## src/rtl/me_pkg.sv

```systemverilog
// me_pkg: definitions shared by the motion-estimation PE array.
// The SAD reduction tree imports this package so that it sizes its inputs
// exactly as the PE cells size their outputs.
//   PIXEL_W_DEF  default pixel width
//   pixel_t      pixel type at the default width
//   sel_w()      select width for an n-way choice (minimum 1 bit)
//   acc_w()      SAD accumulator width; it cannot overflow over a window
package me_pkg;

  localparam int PIXEL_W_DEF = 8;

  typedef logic [PIXEL_W_DEF-1:0] pixel_t;

  function automatic int sel_w(input int n);
    return (n > 1) ? $clog2(n) : 1;
  endfunction

  // A window of len differences, each at most 2^pw - 1, sums to less than
  // (len+1) * 2^pw. That needs pw + clog2(len+1) bits.
  function automatic int acc_w(input int pw, input int len);
    return pw + $clog2(len + 1);
  endfunction

endpackage

```

## src/rtl/me_pe_sad_cell_if.sv

```systemverilog
// me_pe_sad_cell_if: bundle of signals between the PE array control/neighbours
// and one me_pe_sad_cell.
//   master modport: drives slot writes, ref loads and compares; sees the outputs
//   slave modport : the PE cell itself
//
// Handshake semantics: the cell never back-pressures, so there is no ready.
// curr_wr_en, ref_shift_en and cmp_valid act in the cycle they are high.
// abs_valid and sad_valid are single-cycle qualifiers for abs_out and sad_out.
// The consumer must take the data in that cycle. The data outputs hold their
// last value while the qualifier is low.
interface me_pe_sad_cell_if
  import me_pkg::*;
#(
  parameter int PIXEL_W     = PIXEL_W_DEF,
  parameter int NUM_CB      = 4,
  parameter int NUM_REF_SRC = 2,
  parameter int ACC_LEN     = 16
);

  localparam int SEL_W  = sel_w(NUM_CB);
  localparam int RSEL_W = sel_w(NUM_REF_SRC);
  localparam int ACC_W  = acc_w(PIXEL_W, ACC_LEN);

  logic                           curr_wr_en;
  logic [SEL_W-1:0]               curr_sel;
  logic [PIXEL_W-1:0]             curr_in;
  logic [PIXEL_W-1:0]             curr_out;
  logic                           ref_shift_en;
  logic [RSEL_W-1:0]              ref_src_sel;
  logic [NUM_REF_SRC*PIXEL_W-1:0] ref_in;
  logic [PIXEL_W-1:0]             ref_out;
  logic                           cmp_valid;
  logic [SEL_W-1:0]               cmp_sel;
  logic                           sad_clear;
  logic [PIXEL_W-1:0]             abs_out;
  logic                           abs_valid;
  logic [ACC_W-1:0]               sad_out;
  logic                           sad_valid;

  modport master (
    output curr_wr_en, curr_sel, curr_in,
    output ref_shift_en, ref_src_sel, ref_in,
    output cmp_valid, cmp_sel, sad_clear,
    input  curr_out, ref_out, abs_out, abs_valid, sad_out, sad_valid
  );

  modport slave (
    input  curr_wr_en, curr_sel, curr_in,
    input  ref_shift_en, ref_src_sel, ref_in,
    input  cmp_valid, cmp_sel, sad_clear,
    output curr_out, ref_out, abs_out, abs_valid, sad_out, sad_valid
  );

endinterface

```

## src/rtl/me_sad_acc.sv

```systemverilog
// me_sad_acc: windowed SAD accumulator (stage 2 of the PE cell).
// It sums ACC_LEN qualified absolute differences. It then emits the total on
// sad_o with a one-cycle sad_valid_o pulse and starts the next window at zero.
// Ports:
//   clk, rst_n    clock, asynchronous active-low reset
//   abs_valid_i   abs_i qualifier (registered stage-1 output)
//   abs_i         absolute difference
//   clear_i       discard the partial window; a coincident abs_i starts the new one
//   sad_o         completed window sum, holds between windows
//   sad_valid_o   one-cycle pulse per completed window
// The top instantiates this module only when ME_PE_SAD_ACC_EN is defined.
module me_sad_acc
  import me_pkg::*;
#(
  parameter int PIXEL_W = PIXEL_W_DEF,
  parameter int ACC_LEN = 16
) (
  input  logic                                clk,
  input  logic                                rst_n,
  input  logic                                abs_valid_i,
  input  logic [PIXEL_W-1:0]                  abs_i,
  input  logic                                clear_i,
  output logic [acc_w(PIXEL_W, ACC_LEN)-1:0]  sad_o,
  output logic                                sad_valid_o
);

  localparam int ACC_W = acc_w(PIXEL_W, ACC_LEN);
  localparam int CNT_W = sel_w(ACC_LEN);
  localparam logic [CNT_W-1:0] CNT_LAST = CNT_W'(ACC_LEN - 1);

  logic [ACC_W-1:0] acc_q, acc_d, acc_base, acc_sum;
  logic [CNT_W-1:0] cnt_q, cnt_d, cnt_base;
  logic [ACC_W-1:0] sad_q, sad_d;
  logic             sad_valid_q, sad_valid_d;

  // A clear replaces the running state with an empty window before the
  // current difference is applied. A clear that coincides with abs_valid
  // therefore counts that difference as the first of the new window.
  always_comb begin
    acc_base    = clear_i ? '0 : acc_q;
    cnt_base    = clear_i ? '0 : cnt_q;
    acc_sum     = acc_base + ACC_W'(abs_i);
    acc_d       = acc_base;
    cnt_d       = cnt_base;
    sad_d       = sad_q;
    sad_valid_d = 1'b0;
    if (abs_valid_i) begin
      if (cnt_base == CNT_LAST) begin
        sad_d       = acc_sum;
        sad_valid_d = 1'b1;
        acc_d       = '0;
        cnt_d       = '0;
      end else begin
        acc_d = acc_sum;
        cnt_d = cnt_base + CNT_W'(1);
      end
    end
  end

  always_ff @(posedge clk or negedge rst_n) begin
    if (!rst_n) begin
      acc_q       <= '0;
      cnt_q       <= '0;
      sad_q       <= '0;
      sad_valid_q <= 1'b0;
    end else begin
      acc_q       <= acc_d;
      cnt_q       <= cnt_d;
      sad_q       <= sad_d;
      sad_valid_q <= sad_valid_d;
    end
  end

  assign sad_o       = sad_q;
  assign sad_valid_o = sad_valid_q;

endmodule

```

## src/rtl/me_pe_sad_cell.sv

```systemverilog
// me_pe_sad_cell: motion-estimation processing element.
// The cell holds NUM_CB current-block pixels and forwards one of them
// downstream. It loads a reference pixel from one of NUM_REF_SRC neighbours
// and produces a registered |slot - ref|. It can also produce a windowed SAD.
// Ports:
//   clk, rst_n         clock, asynchronous active-low reset
//   bus (slave)        curr_wr_en/curr_sel/curr_in -> slot write, curr_out = slot[curr_sel]
//                      ref_shift_en/ref_src_sel/ref_in -> ref_out register
//                      cmp_valid/cmp_sel -> abs_out/abs_valid one cycle later
//                      sad_clear -> sad_out/sad_valid (accumulator build only)
// Configuration macro ME_PE_SAD_ACC_EN: when it is defined, the me_sad_acc
// accumulator is present. Otherwise sad_out and sad_valid are tied to 0 and
// sad_clear is ignored.
module me_pe_sad_cell
  import me_pkg::*;
#(
  parameter int PIXEL_W     = PIXEL_W_DEF,
  parameter int NUM_CB      = 4,
  parameter int NUM_REF_SRC = 2,
  parameter int ACC_LEN     = 16
) (
  input logic              clk,
  input logic              rst_n,
  me_pe_sad_cell_if.slave  bus
);

  localparam int SEL_W  = sel_w(NUM_CB);
  localparam int RSEL_W = sel_w(NUM_REF_SRC);
  localparam int ACC_W  = acc_w(PIXEL_W, ACC_LEN);

  logic [PIXEL_W-1:0] slot_q [NUM_CB];
  logic [PIXEL_W-1:0] slot_d [NUM_CB];
  logic [PIXEL_W-1:0] ref_q, ref_d, ref_pick;
  logic [PIXEL_W-1:0] curr_pix, cmp_pix, abs_diff;
  logic [PIXEL_W-1:0] abs_q, abs_d;
  logic               abs_valid_q, abs_valid_d;

  // Selects that fall outside the populated range match no slot or source.
  // The muxes then yield 0, and a write to such a slot is dropped.
  always_comb begin
    curr_pix = '0;
    cmp_pix  = '0;
    for (int i = 0; i < NUM_CB; i++) begin
      slot_d[i] = slot_q[i];
      if (bus.curr_sel == SEL_W'(i)) curr_pix = slot_q[i];
      if (bus.cmp_sel == SEL_W'(i))  cmp_pix  = slot_q[i];
      if (bus.curr_wr_en && (bus.curr_sel == SEL_W'(i))) slot_d[i] = bus.curr_in;
    end
  end

  always_comb begin
    ref_pick = '0;
    for (int i = 0; i < NUM_REF_SRC; i++) begin
      if (bus.ref_src_sel == RSEL_W'(i)) ref_pick = bus.ref_in[i*PIXEL_W +: PIXEL_W];
    end
    ref_d = bus.ref_shift_en ? ref_pick : ref_q;
  end

  // The compare reads the registered slot and ref values. A write or ref
  // load in the same cycle therefore takes effect only for later compares.
  always_comb begin
    abs_diff    = (cmp_pix >= ref_q) ? (cmp_pix - ref_q) : (ref_q - cmp_pix);
    abs_d       = bus.cmp_valid ? abs_diff : abs_q;
    abs_valid_d = bus.cmp_valid;
  end

  always_ff @(posedge clk or negedge rst_n) begin
    if (!rst_n) begin
      for (int i = 0; i < NUM_CB; i++) slot_q[i] <= '0;
      ref_q       <= '0;
      abs_q       <= '0;
      abs_valid_q <= 1'b0;
    end else begin
      for (int i = 0; i < NUM_CB; i++) slot_q[i] <= slot_d[i];
      ref_q       <= ref_d;
      abs_q       <= abs_d;
      abs_valid_q <= abs_valid_d;
    end
  end

  assign bus.curr_out  = curr_pix;
  assign bus.ref_out   = ref_q;
  assign bus.abs_out   = abs_q;
  assign bus.abs_valid = abs_valid_q;

`ifdef ME_PE_SAD_ACC_EN
  logic [ACC_W-1:0] sad_w;
  logic             sad_valid_w;

  me_sad_acc #(
    .PIXEL_W (PIXEL_W),
    .ACC_LEN (ACC_LEN)
  ) u_sad_acc (
    .clk         (clk),
    .rst_n       (rst_n),
    .abs_valid_i (abs_valid_q),
    .abs_i       (abs_q),
    .clear_i     (bus.sad_clear),
    .sad_o       (sad_w),
    .sad_valid_o (sad_valid_w)
  );

  assign bus.sad_out   = sad_w;
  assign bus.sad_valid = sad_valid_w;
`else
  logic unused_sad_clear;
  assign unused_sad_clear = bus.sad_clear;
  assign bus.sad_out      = '0;
  assign bus.sad_valid    = 1'b0;
`endif

endmodule

```

## src/flat_wrapper.sv

```systemverilog
// flat-port wrapper written by rule: the top's interface ports become plain ports
module me_pe_sad_cell_flat import me_pkg::*;
#(
  parameter int PIXEL_W     = PIXEL_W_DEF,
  parameter int NUM_CB      = 4,
  parameter int NUM_REF_SRC = 2,
  parameter int ACC_LEN     = 16
)
  (clk, rst_n, bus_curr_wr_en, bus_curr_sel, bus_curr_in, bus_ref_shift_en, bus_ref_src_sel, bus_ref_in, bus_cmp_valid, bus_cmp_sel, bus_sad_clear, bus_curr_out, bus_ref_out, bus_abs_out, bus_abs_valid, bus_sad_out, bus_sad_valid);
  me_pe_sad_cell_if #(.PIXEL_W(PIXEL_W), .NUM_CB(NUM_CB), .NUM_REF_SRC(NUM_REF_SRC), .ACC_LEN(ACC_LEN)) bus_i ();
  input logic clk;
  input logic rst_n;
  input wire logic [$bits(bus_i.curr_wr_en)-1:0] bus_curr_wr_en;
  input wire logic [$bits(bus_i.curr_sel)-1:0] bus_curr_sel;
  input wire logic [$bits(bus_i.curr_in)-1:0] bus_curr_in;
  input wire logic [$bits(bus_i.ref_shift_en)-1:0] bus_ref_shift_en;
  input wire logic [$bits(bus_i.ref_src_sel)-1:0] bus_ref_src_sel;
  input wire logic [$bits(bus_i.ref_in)-1:0] bus_ref_in;
  input wire logic [$bits(bus_i.cmp_valid)-1:0] bus_cmp_valid;
  input wire logic [$bits(bus_i.cmp_sel)-1:0] bus_cmp_sel;
  input wire logic [$bits(bus_i.sad_clear)-1:0] bus_sad_clear;
  output wire logic [$bits(bus_i.curr_out)-1:0] bus_curr_out;
  output wire logic [$bits(bus_i.ref_out)-1:0] bus_ref_out;
  output wire logic [$bits(bus_i.abs_out)-1:0] bus_abs_out;
  output wire logic [$bits(bus_i.abs_valid)-1:0] bus_abs_valid;
  output wire logic [$bits(bus_i.sad_out)-1:0] bus_sad_out;
  output wire logic [$bits(bus_i.sad_valid)-1:0] bus_sad_valid;
  assign bus_i.curr_wr_en = bus_curr_wr_en;
  assign bus_i.curr_sel = bus_curr_sel;
  assign bus_i.curr_in = bus_curr_in;
  assign bus_i.ref_shift_en = bus_ref_shift_en;
  assign bus_i.ref_src_sel = bus_ref_src_sel;
  assign bus_i.ref_in = bus_ref_in;
  assign bus_i.cmp_valid = bus_cmp_valid;
  assign bus_i.cmp_sel = bus_cmp_sel;
  assign bus_i.sad_clear = bus_sad_clear;
  assign bus_curr_out = bus_i.curr_out;
  assign bus_ref_out = bus_i.ref_out;
  assign bus_abs_out = bus_i.abs_out;
  assign bus_abs_valid = bus_i.abs_valid;
  assign bus_sad_out = bus_i.sad_out;
  assign bus_sad_valid = bus_i.sad_valid;
  me_pe_sad_cell #(.PIXEL_W(PIXEL_W), .NUM_CB(NUM_CB), .NUM_REF_SRC(NUM_REF_SRC), .ACC_LEN(ACC_LEN)) u_core (.clk(clk), .rst_n(rst_n), .bus(bus_i));
endmodule
```

## config.mk

```make
export PLATFORM = sky130hd
export DESIGN_NAME = me_pe_sad_cell_flat
export DESIGN_NICKNAME = d
export VERILOG_FILES = /design/src/rtl/me_pkg.sv /design/src/rtl/me_pe_sad_cell_if.sv /design/src/rtl/me_sad_acc.sv /design/src/rtl/me_pe_sad_cell.sv /design/src/flat_wrapper.sv
export SDC_FILE = /design/constraint.sdc
export NUM_CORES = 1
export LEC_CHECK = 0
export BUFFER_PORTS_ARGS = -buffer_cell sky130_fd_sc_hd__buf_2
export CELL_PAD_IN_SITES_DETAIL_PLACEMENT = 2
export CELL_PAD_IN_SITES_GLOBAL_PLACEMENT = 2
export CORE_AREA = 5 5 107 109
export DETAILED_ROUTE_END_ITERATION = 16
export DIE_AREA = 0 0 112 114
export PLACE_DENSITY_LB_ADDON = 0.1
export SLEW_MARGIN = 25
export SYNTH_ARGS = -nofsm -noshare
export SYNTH_HDL_FRONTEND = slang
export SYNTH_SLANG_ARGS = --single-unit
export TNS_END_PERCENT = 100
```

## constraint.sdc

```tcl
create_clock -name clk -period 2.9 [get_ports clk]
set_input_delay 0.29 -clock clk [delete_from_list [all_inputs] [get_ports clk]]
set_output_delay 0.29 -clock clk [all_outputs]
set_load 0.05 [all_outputs]
```

======== Yosys cells after proc, flatten, opt, wreduce, memory -nomap -nowiden ========
Cells that the tools add are included.
cells by class
  add/subtract/negate cells ............... 2
  magnitude comparators ................... 1
  equal/unequal tests ..................... 6
  mux-type cells .......................... 10
  reduce and logical (&&, ||, !) cells .... 6
operators by type and width
  kind                count
  $mux 8              10
  $sub 8x8->8         2
  $eq 2x2->1 const B  4
  $ge 8x8->1          1
  $eq 2x1->1 const B  2
  $logic_and 1x1->1   4
  $logic_not 2->1     2
word-level totals
  bits in registers ....................... 49
  bits of input ports ..................... 35
  output and inout bits ................... 39
  logic and storage cells ................. 32

======== Logic depth before layout (Yosys ltp) ========
  depth after elaboration ................. 7
  gate-level depth with buffers ........... 12
  mapped depth without buffers ............ 10

======== Worst setup path before layout ========
No wires, ideal clock.
  kind .................................... input to register
  start point ............................. input port bus_cmp_sel[0]
  end point ............................... register u_core.abs_q[5], in the netlist u_core.bus.abs_out[5]
  library setup time ...................... 0.087 ns
  arrival ................................. 3.186 ns
  required time ........................... 2.813 ns
  setup slack ............................. -0.373 ns
  stages on the path ...................... 12
  buffers on the path ..................... 2
  cells stage by stage .................... clkbuf_1 mux4_2 inv_1 ha_1 inv_1 fa_1 nand3_1 a31oi_1 or3_1 buf_6 or4_4 o2111ai_2
between the ends
  longest elaborated chain between the ends .. 7
  elaborated cells on any way between the ends .. 12
  classes of those cells .................. add/sub: 2; order compare: 1; eq/ne: 3; mux: 5; reduce/logical: 1
RTL lines
  what                                       line                  RTL
  start: declaration                         flat_wrapper.sv:20    input wire logic [$bits(bus_i.cmp_sel)-1:0] bus_cmp_sel;
  $logic_not 2->1                            me_pe_sad_cell.sv:46  if (bus.cmp_sel == SEL_W'(i)) cmp_pix = slot_q[i];
  $mux 8 (3 in a row)                        me_pe_sad_cell.sv:46
  $mux 8 *                                   me_pe_sad_cell.sv:46
  $sub 8x8->8 or $ge 8x8->1 (tied branches)  me_pe_sad_cell.sv:62  abs_diff = (cmp_pix >= ref_q) ? (cmp_pix - ref_q) : (ref_q - cmp_pix);
  $mux 8 *                                   me_pe_sad_cell.sv:62
  end signal: assignment                     me_pe_sad_cell.sv:76  abs_q <= abs_d;
  end: declaration                           me_pe_sad_cell.sv:35  logic [PIXEL_W-1:0] abs_q, abs_d;
Mark *: on every way between the ends. The rest lies on a longest branch, timed or not.
A chain may end at the register's enable or synchronous reset.

======== Worst setup path after layout ========
  start point ............................. register u_core.slot_q[0] (netlist name)
  end point ............................... register u_core.abs_q[5], in the netlist u_core.bus.abs_out[5]
between the ends
  longest elaborated chain between the ends .. 3
  elaborated cells on any way between the ends .. 5
  classes of those cells .................. add/sub: 2; order compare: 1; mux: 2
RTL lines
  what                                       line                  RTL
  start: declaration                         me_pe_sad_cell.sv:31  logic [PIXEL_W-1:0] slot_q [NUM_CB];
  $mux 8 *                                   me_pe_sad_cell.sv:46
  $sub 8x8->8 or $ge 8x8->1 (tied branches)  me_pe_sad_cell.sv:62
  $mux 8 *                                   me_pe_sad_cell.sv:62
Marked as above.

==> impl_metrics.yaml <==
worst_hold_path:
  worstHoldStart: "bus_curr_in[6]"
  hold_path.class: "in -> reg"
  holdPathEnd: "u_core.slot_q[14]$_DFFE_PN0P_"
  holdPathStages: 2
clock_network:
  clk_path_buf_depth: 2
  clock_latency_ns: 0.30
  clkSinkCount: 49
  clk_pin_slew_worst_paths_ns: 0.10
  cts_tree: "done"
  numCtsBuffers: 5
  clockRootBuffer: "clkbuf_8"
  h-tree-depth: 2
power_and_ir_drop:
  design_power_total_mw: 2.81
  ir_worst_vdd_mv: 0.270
  power_density_nw_per_um2: 739
  leakagePower_nw: 1.74
placed_design:
  io_buffers: 58
  dpl.hpwl_um: 7050
  dpl_worst_slack_ns: -0.00850
  gp_congestion: 0.782
  placed_area_sq_um: 3630
logic_synthesis:
  syn_inst: 283
  yosysSeqAreaShare_pct: 38.8
  avgSynthCellArea_sq_um: 11.2
  synth_area_leaders: "dfrtp_1, mux2_2, mux4_2"
  netlist.area_leader.share_pct: 38.8
  yosysWarnings: 0
  ys_ff_latch: 49
  synth.cell_area_sq_um: 3160
  ys_types: 38
  yosys.area.top_type: "dfrtp_1"
worst_setup_path:
  start_kind: "flop"
  r2r_slack_ns: 0.1
  arrival_ns: 3.03
  critPathMaxFanout: 3
  end_kind: "flop"
  worstPathRequired_ns: 3.13
  r2r_end: "u_core.bus.abs_out[5]$_DFFE_PN0P_"
  r2r_cells: 10
  crit_buf_inv: 2
  crit_slowest_cell: "mux4_2"
  critical-path-top-delay-family: "simple AND/OR/NAND/NOR gates"
  crit_path_start: "u_core.slot_q[0]$_DFFE_PN0P_"
  critical_path.cell_chain: "mux4_2, inv_2, ha_4, inv_1, fa_2, nand3_2, a31oi_4, or3_4, or4_4, o2111ai_2"
  worstSetupPathType: "reg -> reg"
  slowest_delay_ns: 0.52
  reg2reg_from: "u_core.slot_q[0]$_DFFE_PN0P_"
drt:
  via_count: 2416
  drt_wl_total_um: 8970
  drt_iter0_drc: 51
  viasPerCell: 4.91
  drt_pass1_iterations: 4
  drc_errors: 0
  drtAntennaViolNets: 0
  wl_per_cell_um: 18.2
final_layout:
  final_layout_size_suffix_gt1_share_pct: 41.2
  final_area_sq_um: 3800
  antenna_cells: 0
  nets: 404
  multiInputGateArea_sq_um: 1770
  fillCellCount: 1160
  syn_to_final_growth_pct: 20.1
  regArea_sq_um: 1230
timing:
  max_slew_margin_pct: 47.3
  post-route-period-util_pct: 96.6
  worst_slack_ns: 0.0977
  rsz0062_at_grt: "false"
  drv_slew: 0
  holdWs_ns: 0.259
  clock_skew_ns: 0.0103
  fin_tns_setup_ns: 0
  hold_violations: 0
  finalCriticalPeriod_ns: 2.80
  worstMarginPinSlew_ns: 0.787
  finalSetupViolations: 0
  clock.fmax_mhz: 357
run_status:
  status: "completed"
global_routing:
  grt_max_degree: 27
  grt_pass1_vias: 2708
  overflow: 0
  antenna_found_initial: 0
  grt_pass1_wl_um: 14600
  track_usage_pct: 14.4
run:
  maxCapViolCount: 0
floorplan:
  die_h_um: 114
  fp.coreArea_sq_um: 10500
  rows: 38
  io_pins: 74
  die_w_um: 112
  start_util_pct: 30.1
  die_area_sq_um: 12800
[area by class of cell]
| cell class | instances | share of cell area (%) |
|---|---|---|
| Multi-Input combinational cell | 198 | 46.6 |
| Sequential cell | 49 | 32.3 |
| Timing Repair Buffer | 78 | 11.7 |
| Tap cell | 140 | 4.61 |
| Inverter | 20 | 1.98 |
| Clock buffer | 5 | 1.81 |
| Clock inverter | 2 | 1.02 |
[stage by stage]
step                      util (%)  std cells
final                         36.1        492
after global routing          36.1        492
after CTS                     35.7        491
after detailed placement      34.6        483
after global placement        34.6        483
after floorplan                  -        296
[cell usage after synthesis (all sizes together)]
cell,count
o21ai,7
ha,15
or3,7
or4,3
and3b,1
a211o,4
nor2,14
clkbuf,8
nor3b,1
inv,20
nand3,9
a21boi,1
mux2i,8
nand3b,8
nand4,3
fa,2
dfrtp,49
and2,4
a21oi,27
mux2,32
nand2,9
conb,1
a211oi,2
mux4,16
nor3,1
o311ai,2
o2111ai,2
a21o,4
a31oi,2
buf,21
[logic make-up after synthesis]
logic type	after synthesis	share of synthesized area [%]
simple gates	60	10.6
other cells	1	0.119
mux	56	25.3
buf+inv	49	8.07
compound gates	51	9.89
flops	49	38.8
fa+ha+maj	17	7.20
[repair_timing]
item                                    CTS  global route
hold buffers                              1             0
endpoints found under the hold margin     2             0
buffers inserted                          0             1
gates resized for setup                   0             7
endpoints found under the setup margin    0             1
[report_power, final]
group          switching [mW]  leakage, nW  internal, mW
logic                   0.863         1.11         0.514
registers              0.0949        0.577         0.831
clock network           0.247       0.0546         0.256
[per-layer routing]
metal  vias up  global-route usage, %  routed length [um]
met3         4                   2.49                 249
met1      1243                   17.9                3900
met2        41                   26.3                4750
met5         -                      0                   0
li1       1128                      -                   -
met4         0                   2.64                  74
[worst max-delay path by stage]
stage / depth (start not counted) / slack [ns] / to
4_1_cts: 10 / 0.06 / u_core.bus.abs_out[5]$_DFFE_PN0P_
3_3_place_gp: 11 / 0.02 / u_core.bus.abs_out[5]$_DFFE_PN0P_
6_report: 10 / 0.1 / u_core.bus.abs_out[5]$_DFFE_PN0P_
5_1_grt: 10 / 0.006 / u_core.bus.abs_out[5]$_DFFE_PN0P_
2_1_floorplan: 12 / 0.005 / u_core.bus.abs_out[5]$_DFFE_PN0P_
3_5_place_dp: 11 / -0.008 / u_core.bus.abs_out[5]$_DFFE_PN0P_
[state kept, by name, indices dropped and copies added (netlist names)]
signal	cells
u_core.bus.ref_out	8
u_core.bus.abs_valid	1
u_core.bus.abs_out	8
u_core.slot_q	32
[layout by cell type (no fill, tap or decap), drive strengths merged, types with 4 or more instances in the layout]
master and n:
nor2 14, nand3b 8, clkbuf 5, inv 21, and2 4, buf 77, mux2 32, mux4 16
nand2 9, a21oi 27, a21o 4, o21ai 7, ha 15, dfrtp 49, or3 7, mux2i 8
nand3 9, conb 14, a211o 4
Power figures use the tool's default switching activity.
